--- src/rtl/dma_burst_packetizer_pkg.sv ---
// Shared types and helpers for the DMA burst packetizer.
// Zero-padding of short final bursts is enabled by DMA_BURST_PACKETIZER_PAD_EN.
package dma_burst_packetizer_pkg;

   typedef enum logic [1:0] {
      IDLE,
      PASS,
      PAD
   } state_t;

   function automatic logic [31:0] clamp_burst_len(input logic [31:0] len,
                                                   input logic [31:0] max_len);
      if (len == '0) return 32'd1;
      if (len > max_len) return max_len;
      return len;
   endfunction

endpackage

--- src/rtl/dma_burst_packetizer_axis_reg_slice.sv ---
// One-deep registered ready/valid stage; accepts a new word whenever the
// held word is absent or leaving in the same cycle.
module axis_reg_slice #(
   parameter int unsigned WIDTH = 128
) (
   input  logic             clk_i,
   input  logic             reset_n_i,
   input  logic             s_valid_i,
   output logic             s_ready_o,
   input  logic [WIDTH-1:0] s_data_i,
   input  logic             s_last_i,
   output logic             m_valid_o,
   input  logic             m_ready_i,
   output logic [WIDTH-1:0] m_data_o,
   output logic             m_last_o
);

   logic             valid_q;
   logic [WIDTH-1:0] data_q;
   logic             last_q;

   assign s_ready_o = !valid_q || m_ready_i;
   assign m_valid_o = valid_q;
   assign m_data_o  = data_q;
   assign m_last_o  = last_q;

   always_ff @(posedge clk_i or negedge reset_n_i) begin
      if (!reset_n_i) begin
         valid_q <= 1'b0;
         data_q  <= '0;
         last_q  <= 1'b0;
      end else if (s_valid_i && s_ready_o) begin
         valid_q <= 1'b1;
         data_q  <= s_data_i;
         last_q  <= s_last_i;
      end else if (m_ready_i) begin
         valid_q <= 1'b0;
         last_q  <= 1'b0;
      end
   end

endmodule

--- src/rtl/dma_burst_packetizer.sv ---
// Segments a readout stream into burst_len-word bursts with last framing.
// Define DMA_BURST_PACKETIZER_PAD_EN to zero-pad the final short burst.
module dma_burst_packetizer
   import dma_burst_packetizer_pkg::*;
#(
   parameter int unsigned AXI_MM_WIDTH    = 128,
   parameter int unsigned MAX_BURST_WORDS = 256,
   parameter int unsigned BURST_WIDTH     = $clog2(MAX_BURST_WORDS) + 1
) (
   input  logic                    clk_i,
   input  logic                    reset_n_i,
   input  logic                    burst_config_valid_i,
   output logic                    burst_config_ready_o,
   input  logic [BURST_WIDTH-1:0]  burst_config_data_i,
   input  logic                    data_in_valid_i,
   output logic                    data_in_ready_o,
   input  logic [AXI_MM_WIDTH-1:0] data_in_data_i,
   input  logic                    data_in_last_i,
   output logic                    data_out_valid_o,
   input  logic                    data_out_ready_i,
   output logic [AXI_MM_WIDTH-1:0] data_out_data_o,
   output logic                    data_out_last_o,
   output logic [31:0]             burst_count_o,
   output logic                    busy_o
);

   state_t                  state_q;
   logic                    en_q;
   logic [BURST_WIDTH-1:0]  burst_len_q;
   logic [BURST_WIDTH-1:0]  word_idx_q;
   logic [31:0]             burst_count_q;
   logic                    busy_q;

   logic                    cfg_fire, acc, boundary, sl_valid, sl_ready, sl_last, final_out;
   logic [BURST_WIDTH-1:0]  len_cfg, len_cur, idx_cur;
   logic [31:0]             cnt_base;
   logic [AXI_MM_WIDTH-1:0] sl_data;
`ifdef DMA_BURST_PACKETIZER_PAD_EN
   logic                    pad_fire;
`endif

   always_comb begin
      burst_config_ready_o = en_q && (state_q == IDLE);
      data_in_ready_o      = en_q && (state_q != PAD) && sl_ready;
      cfg_fire  = burst_config_valid_i && burst_config_ready_o;
      acc       = data_in_valid_i && data_in_ready_o;
      len_cfg   = BURST_WIDTH'(clamp_burst_len(32'(burst_config_data_i), 32'(MAX_BURST_WORDS)));
      // A config accepted alongside the first word already governs that word.
      len_cur   = cfg_fire ? len_cfg : burst_len_q;
      idx_cur   = (state_q == IDLE) ? '0 : word_idx_q;
      cnt_base  = (state_q == IDLE) ? '0 : burst_count_q;
      boundary  = (idx_cur == len_cur - 1'b1);
      final_out = data_out_valid_o && data_out_ready_i && data_out_last_o && (state_q == IDLE);
`ifdef DMA_BURST_PACKETIZER_PAD_EN
      pad_fire  = (state_q == PAD) && sl_ready;
      sl_valid  = acc || pad_fire;
      sl_data   = (state_q == PAD) ? '0 : data_in_data_i;
      sl_last   = boundary;
`else
      sl_valid  = acc;
      sl_data   = data_in_data_i;
      sl_last   = boundary || data_in_last_i;
`endif
   end

   always_ff @(posedge clk_i or negedge reset_n_i) begin
      if (!reset_n_i) begin
         state_q       <= IDLE;
         en_q          <= 1'b0;
         burst_len_q   <= BURST_WIDTH'(MAX_BURST_WORDS);
         word_idx_q    <= '0;
         burst_count_q <= '0;
         busy_q        <= 1'b0;
      end else begin
         en_q <= 1'b1;
         if (final_out) busy_q <= 1'b0;
         if (cfg_fire) burst_len_q <= len_cfg;
         if (acc) begin
            busy_q <= 1'b1;
            if (boundary) begin
               word_idx_q    <= '0;
               burst_count_q <= cnt_base + 32'd1;
               state_q       <= data_in_last_i ? IDLE : PASS;
            end else if (data_in_last_i) begin
`ifdef DMA_BURST_PACKETIZER_PAD_EN
               word_idx_q    <= idx_cur + 1'b1;
               burst_count_q <= cnt_base;
               state_q       <= PAD;
`else
               word_idx_q    <= '0;
               burst_count_q <= cnt_base + 32'd1;
               state_q       <= IDLE;
`endif
            end else begin
               word_idx_q    <= idx_cur + 1'b1;
               burst_count_q <= cnt_base;
               state_q       <= PASS;
            end
         end
`ifdef DMA_BURST_PACKETIZER_PAD_EN
         else if (pad_fire) begin
            if (boundary) begin
               word_idx_q    <= '0;
               burst_count_q <= burst_count_q + 32'd1;
               state_q       <= IDLE;
            end else begin
               word_idx_q    <= word_idx_q + 1'b1;
            end
         end
`endif
      end
   end

   assign burst_count_o = burst_count_q;
   assign busy_o        = busy_q;

   axis_reg_slice #(.WIDTH(AXI_MM_WIDTH)) u_out_slice (
      .clk_i     (clk_i),
      .reset_n_i (reset_n_i),
      .s_valid_i (sl_valid),
      .s_ready_o (sl_ready),
      .s_data_i  (sl_data),
      .s_last_i  (sl_last),
      .m_valid_o (data_out_valid_o),
      .m_ready_i (data_out_ready_i),
      .m_data_o  (data_out_data_o),
      .m_last_o  (data_out_last_o)
   );

endmodule
--- config.mk ---
export PLATFORM = sky130hd
export DESIGN_NAME = dma_burst_packetizer
export DESIGN_NICKNAME = d
export VERILOG_FILES = /design/src/rtl/dma_burst_packetizer_pkg.sv /design/src/rtl/dma_burst_packetizer_axis_reg_slice.sv /design/src/rtl/dma_burst_packetizer.sv
export SDC_FILE = /design/constraint.sdc
export NUM_CORES = 1
export LEC_CHECK = 0
export ABC_AREA = 1
export CORE_AREA = 2 2 195 197
export CTS_BUF_LIST = sky130_fd_sc_hd__clkbuf_16
export CTS_CLUSTER_SIZE = 28
export DETAILED_ROUTE_END_ITERATION = 10
export DIE_AREA = 0 0 197 199
export HOLD_SLACK_MARGIN = 0.08
export SLEW_MARGIN = 20
export SYNTH_ARGS = -nofsm -noshare
export SYNTH_HDL_FRONTEND = slang
export SYNTH_SLANG_ARGS = --single-unit
--- constraint.sdc ---
create_clock -name clk_i -period 5.7 [get_ports clk_i]
set_input_delay 1.14 -clock clk_i [delete_from_list [all_inputs] [get_ports clk_i]]
set_output_delay 1.14 -clock clk_i [all_outputs]
set_load 0.005 [all_outputs]
* After elaboration in Yosys (flattened, before gate mapping)
Index checks and enable logic that the tools add are counted.
** Word-level totals
- Register bits after elaboration :: 184
- Logic and storage cells :: 51
- Input port bits :: 143
** Cells by class
- Multiplexer cells :: 20
- $lt $le $gt $ge :: 1
- Equal/unequal tests :: 2
- Reductions and logical operators :: 16
- $add $sub $neg :: 3
** Operators with widths (count)
- $mux W32 :: 3
- $mux W9 :: 8
- $add A32 B1 Y32 const B :: 1
- $add A9 B1 Y9 const B :: 1
- $eq A9 B9 Y1 :: 1
- $gt A9 B9 Y1 const B :: 1
- $logic_and A1 B1 Y1 :: 9
- $logic_not A9 Y1 :: 1
- $mux W1 :: 9
- $sub A9 B1 Y9 const B :: 1
- $reduce_bool A2 Y1 :: 2
- $logic_not A2 Y1 :: 1
- $logic_or A1 B1 Y1 :: 2
- $ne A2 B2 Y1 const B :: 1
- $logic_not A1 Y1 :: 1

* Logic depth before layout (Yosys ltp)
- Word-level depth :: 10
- Gate-level depth with buffers :: 22
- Gate-level depth less buffers :: 21

* Modules after synthesis
A second synthesis with hierarchy kept.
** Second synthesis, totals
- Cell total of the unflattened synthesis :: 1268
- Area total of the unflattened synthesis :: 9502.9 um^2
** Modules (own cells, without submodules)
- axis_reg_slice :: area an instance 5133.7 um^2, times used 1, cells an instance 565
- dma_burst_packetizer :: area an instance 4369.2 um^2, times used 1, cells an instance 703

* Worst setup path before layout
OpenSTA, ideal clock, no wires.
- Path kind :: input to register
- Start point :: input burst_config_data_i[2]
- End point :: register burst_count_q[30], in the netlist burst_count_o[30]
- Cell stages on the path :: 21
- Path slack :: 2.408 ns
- Arrival time :: 3.175 ns
- Library setup time :: 0.117 ns
- Required time :: 5.583 ns
- Path through :: nor2_1 nand2_1 nor2_1 nor2_1 nor2_1 nand2_1 nand2_1 inv_1 ha_1 nand3_1 nor2_2 nand2_1 xor2_1 nor2_1 nor2_1 nand3_2 buf_2 nand2_1 nand2_1 nand2_1 nand2_1
** Between the ends
- Word-level cells in the longest chain between the ends :: 9
- Elaborated cells on any way between the ends :: 12
- Those cells by class :: add/sub (1); order compare (1); eq/ne (1); mux (8); reduce/logical (1)
** RTL lines
- start: declaration :: RTL line dma_burst_packetizer.sv:14 : input logic [BURST_WIDTH-1:0] burst_config_data_i,
- $gt A9 B9 Y1 :: RTL line dma_burst_packetizer_pkg.sv:14 : if (len > max_len) return max_len;
- $mux W1 (2 in a row) :: RTL line dma_burst_packetizer_pkg.sv:14
- $mux W9 :: RTL line dma_burst_packetizer_pkg.sv:15 : return len;
- $mux W9 (*) :: RTL line dma_burst_packetizer_pkg.sv:14
- $mux W9 (*)
- net len_cur[0] :: RTL line dma_burst_packetizer.sv:35 : logic [BURST_WIDTH-1:0] len_cfg, len_cur, idx_cur;
- $sub A9 B1 Y9 (*) :: RTL line dma_burst_packetizer.sv:52 : boundary = (idx_cur == len_cur - 1'b1);
- $eq A9 B9 Y1 (*) :: RTL line dma_burst_packetizer.sv:52
- $mux W32 (*) :: RTL line dma_burst_packetizer.sv:80 : if (boundary) begin
- end signal: assignment :: RTL line dma_burst_packetizer.sv:82 : burst_count_q <= cnt_base + 32'd1;
- end signal: assignment :: RTL line dma_burst_packetizer.sv:91 : burst_count_q <= cnt_base + 32'd1;
- end signal: assignment :: RTL line dma_burst_packetizer.sv:96 : burst_count_q <= cnt_base;
- end: declaration :: RTL line dma_burst_packetizer.sv:31 : logic [31:0] burst_count_q;
Mark *: on every way through the listed nets, which the timed path passes. The rest lies on a longest branch. The select of a mux whose other input is x is not followed.
A chain may end at the register's enable or synchronous reset.

* Worst setup path after layout
- Start point :: input burst_config_data_i[8]
- End point :: register word_idx_q[4]
** Between the ends
- Word-level cells in the longest chain between the ends :: 9
- Elaborated cells on any way between the ends :: 12
- Those cells by class :: add/sub (1); order compare (1); eq/ne (1); mux (8); reduce/logical (1)
** RTL lines
- $gt A9 B9 Y1 :: RTL line dma_burst_packetizer_pkg.sv:14
- $mux W1 (2 in a row) :: RTL line dma_burst_packetizer_pkg.sv:14
- $mux W9 :: RTL line dma_burst_packetizer_pkg.sv:15
- $mux W9 (*) :: RTL line dma_burst_packetizer_pkg.sv:14
- $mux W9 (*)
- net len_cur[0] :: RTL line dma_burst_packetizer.sv:35
- $sub A9 B1 Y9 (*) :: RTL line dma_burst_packetizer.sv:52
- $eq A9 B9 Y1 (*) :: RTL line dma_burst_packetizer.sv:52
- $mux W9 (*) :: RTL line dma_burst_packetizer.sv:80
- end signal: assignment :: RTL line dma_burst_packetizer.sv:95 : word_idx_q <= idx_cur + 1'b1;
- end: declaration :: RTL line dma_burst_packetizer.sv:30 : logic [BURST_WIDTH-1:0] word_idx_q;
Marks and branches as above.

==> impl_metrics.tcl <==
set metrics [dict create \
    layout-drive-gt1-share 0.0371 \
    root_buffer "clkbuf_16" \
    syn-mean-instance-area_um2 7.23 \
    ys_seq_area_frac 0.498 \
    worst_slew_pin_slew_ns 0.953 \
    syn_nets 1418 \
    layout.nets 1696 \
    syn_area_um2 9200 \
    cts_tree "done" \
    worstHoldPathType "flip-flop to flip-flop" \
    cts_resized 0 \
    core_um2 37100 \
    synth_xor_area_frac 0.0362 \
    synth_compound_area_frac 0.0310 \
    fp-row-count 71 \
    drt-pass1-iter-count 5 \
    grt_max_degree 106 \
    power_density_nw_per_um2 279 \
    layout_setup_ws_ns 1.69 \
    synth-simple-area-share 0.379 \
    arrival_ns 4.37 \
    fin_cells 2037 \
    synthMuxAreaShare 0 \
    holdBufCountCts 0 \
    area.growth.synth_to_final_pct 44.9 \
    synth_cells 1272 \
    path_cells "clkdlybuf4s50_1, inv_2, nor2_1, nor2_1, nand2_1, nand2_1, inv_1, ha_1, nand3_1, nor2_2, nand2_1, xor2_1, nand2_1, nand2_1, nor2_2, nand3_2, buf_4, nand2_1, o21ai_0" \
    synthAdderAreaFrac 0.00408 \
    post_cts_buffers 0 \
    skew_ns 0.00809 \
    diodes 0 \
    min_period_over_period 0.703 \
    finalInstanceArea_um2 13300 \
    setup_tns_ns 0 \
    fin_crit_ns 4.01 \
    ant_nets 0 \
    die_x_um 197 \
    outcome "finished, final reports clean" \
    slowest_delay_ns 0.53 \
    grt_setup_unrepaired "false" \
    place_hpwl_um 21200 \
    fmax_mhz 250 \
    dieHeight_um 199 \
    dpl_cell_area_um2 12700 \
    post-route-drc-count 0 \
    yosysUniqueCellTypes 35 \
    track_usage 0.155 \
    vias_per_cell 4.32 \
    clk_pin_slew_ns 0.07 \
    vias 8800 \
    post-route-util 0.359 \
    drt-initial-drc-count 458 \
    crit_path_end_kind "flip-flop" \
    die-area_um2 39200 \
    ys_ff_latch 183 \
    fillers 3905 \
    maxCapViolCount 0 \
    antenna_found_initial 3 \
    yosys_warnings 0 \
    gp_congestion 0.858 \
    io_buffer_count 307 \
    place_inst 2005 \
    grt_overflow 0 \
    synth_top_family_by_area "simple AND/OR/NAND/NOR gates" \
    p_leak_nw 6.41 \
    critPathSlowestCell "clkdlybuf4s50_1" \
    drv_slew 0 \
    htree_num_levels 4 \
    worstSetupPathType "primary input to flip-flop" \
    grt_pass1_vias 8732 \
    initial_core_util 0.248 \
    wire_per_inst_um 14.5 \
    finalSetupViolCount 0 \
    peakVddDrop_uv 216 \
    cts_sinks 183 \
    relSlewSlack 0.364 \
    wl_um 29400 \
    ios 308 \
    hold_violations 0 \
    cts_buffers 17 \
    insertion_delay_ns 0.46 \
    crit_top_cell "nand2_1" \
    setup.worst_path.start_class "primary input" \
    critPathRequiredTime_ns 6.07 \
    grt_first_pass_wirelength_um 47400 \
    crit_fanout 34 \
    cts_buffer_depth 2 \
    preCtsSetupSlack_ns 1.22 \
]
==> synth_stat cells <==
master	number	area, µm²
a21oi_1	1	5.00
and2_1	1	6.26
buf_1	6	22.5
buf_2	11	55.1
buf_4	2	15.0
buf_6	1	11.3
clkbuf_1	38	143
clkinv_1	1	3.75
conb_1	1	3.75
dfrtp_1	182	4550
dfstp_2	1	26.3
ha_1	3	37.5
inv_1	57	214
inv_2	3	11.3
nand2_1	706	2650
nand3_1	69	345
nand3_2	1	10.0
nand3_4	1	17.5
nand3b_1	2	15.0
nand4_1	8	50.1
nor2_1	55	206
nor2_2	6	37.5
nor3_1	15	75.1
nor3_2	1	10.0
nor3b_1	1	7.51
nor4_1	6	37.5
o211ai_1	1	7.51
o21ai_0	39	195
o21ai_1	4	20.0
o21ai_2	2	17.5
o21bai_1	2	15.0
o22ai_1	4	25.0
or2_1	3	18.8
xnor2_1	11	96.3
xor2_1	27	236
==> metal layers <==
metal,vias to the layer above,part of all wire,track usage
met5,-,0.0014,0
met4,6,0.019,0.0535
met3,40,0.088,0.0654
met2,258,0.47,0.251
met1,4016,0.42,0.184
li1,4480,-,-
==> sequential cells by signal (all words and copies together) (netlist names) <==
name / count
state_q: 1
u_out_slice.m_valid_o: 1
burst_len_q: 9
u_out_slice.m_data_o: 128
u_out_slice.m_last_o: 1
word_idx_q: 9
burst_count_o: 32
en_q: 1
busy_o: 1
==> metrics by stage <==
| stage | power, mW | hold slack, ns |
|---|---|---|
| final | 3.72 | 0.478 |
| after global routing | 3.95 | 0.499 |
| after CTS | 3.78 | 0.484 |
| after detailed placement | 2.50 | 0.464 |
| after global placement | 2.49 | 0.461 |
| after floorplan | 1.93 | 0.453 |
==> final timing paths <==
path                                                      start                                   end  slack [ns]  cells past startpoint
max                                      burst_config_data_i[8]             word_idx_q[4]$_DFFE_PN0P_        1.69                     19
min                        u_out_slice.m_data_o[28]$_DFFE_PN0P_  u_out_slice.m_data_o[28]$_DFFE_PN0P_        0.48                      2
max reg2reg                              state_q[0]$_DFFE_PN0P_             word_idx_q[4]$_DFFE_PN0P_        2.43                     17
min reg2reg                u_out_slice.m_data_o[28]$_DFFE_PN0P_  u_out_slice.m_data_o[28]$_DFFE_PN0P_        0.48                      2
max in group asynchronous                             reset_n_i  u_out_slice.m_data_o[58]$_DFFE_PN0P_        3.92                      2
min in group asynchronous                             reset_n_i          burst_count_o[5]$_DFFE_PN0P_        0.69                      1
==> cell usage in the layout (no fill, tap or decap), types with 2 or more instances in the layout <==
master / Yosys / layout
nand2_1: 706 / 705
clkdlybuf4s50_1: 0 / 305
dfrtp_1: 182 / 182
nand3_1: 69 / 69
inv_1: 57 / 58
nor2_1: 55 / 55
o21ai_0: 39 / 39
xor2_1: 27 / 27
clkbuf_16: 0 / 17
nor3_1: 15 / 15
xnor2_1: 11 / 11
nand4_1: 8 / 8
buf_4: 2 / 8
nor2_2: 6 / 6
nor4_1: 6 / 6
o21ai_1: 4 / 4
o22ai_1: 4 / 4
inv_2: 3 / 3
or2_1: 3 / 3
ha_1: 3 / 3
bufinv_16: 0 / 3
inv_6: 0 / 3
clkinv_4: 0 / 3
o21ai_2: 2 / 2
o21bai_1: 2 / 2
nand3b_1: 2 / 2
clkinv_1: 1 / 2
buf_12: 0 / 2
==> area by class of cell <==
type | count | area, µm² | area share
Inverter | 61 | 231 | 0.0174
Multi-Input combinational cell | 970 | 4150 | 0.312
Clock inverter | 15 | 178 | 0.0133
Timing Repair Buffer | 317 | 3170 | 0.238
Sequential cell | 183 | 4580 | 0.344
Clock buffer | 17 | 425 | 0.0319
Tap cell | 474 | 593 | 0.0445
==> logic make-up after synthesis <==
group	after synthesis
AOI/OAI and AO/OA	53
xor gates and xnor gates	38
adders and majority gates	3
buffers and inverters	119
DFF	183
other	1
and+or+nand+nor	875
==> worst max-delay path, delay by kind of cell <==
| kind | cells | cell delay [ns] |
|---|---|---|
| compound gates | 1 | 0.23 |
| xor+xnor | 1 | 0.24 |
| fa+ha+maj | 1 | 0.18 |
| buf+inv | 4 | 1.05 |
| simple gates | 12 | 1.51 |
==> where the power goes <==
part           internal [mW]  total (mW)  leakage (nW)  switching [mW]
clock                  0.693        1.25         0.296           0.557
combinational          0.472       0.904          3.78           0.432
sequential              1.47        1.56          2.33          0.0957
total                   2.63        3.72          6.41            1.08
Power figures use the tool's default switching activity.
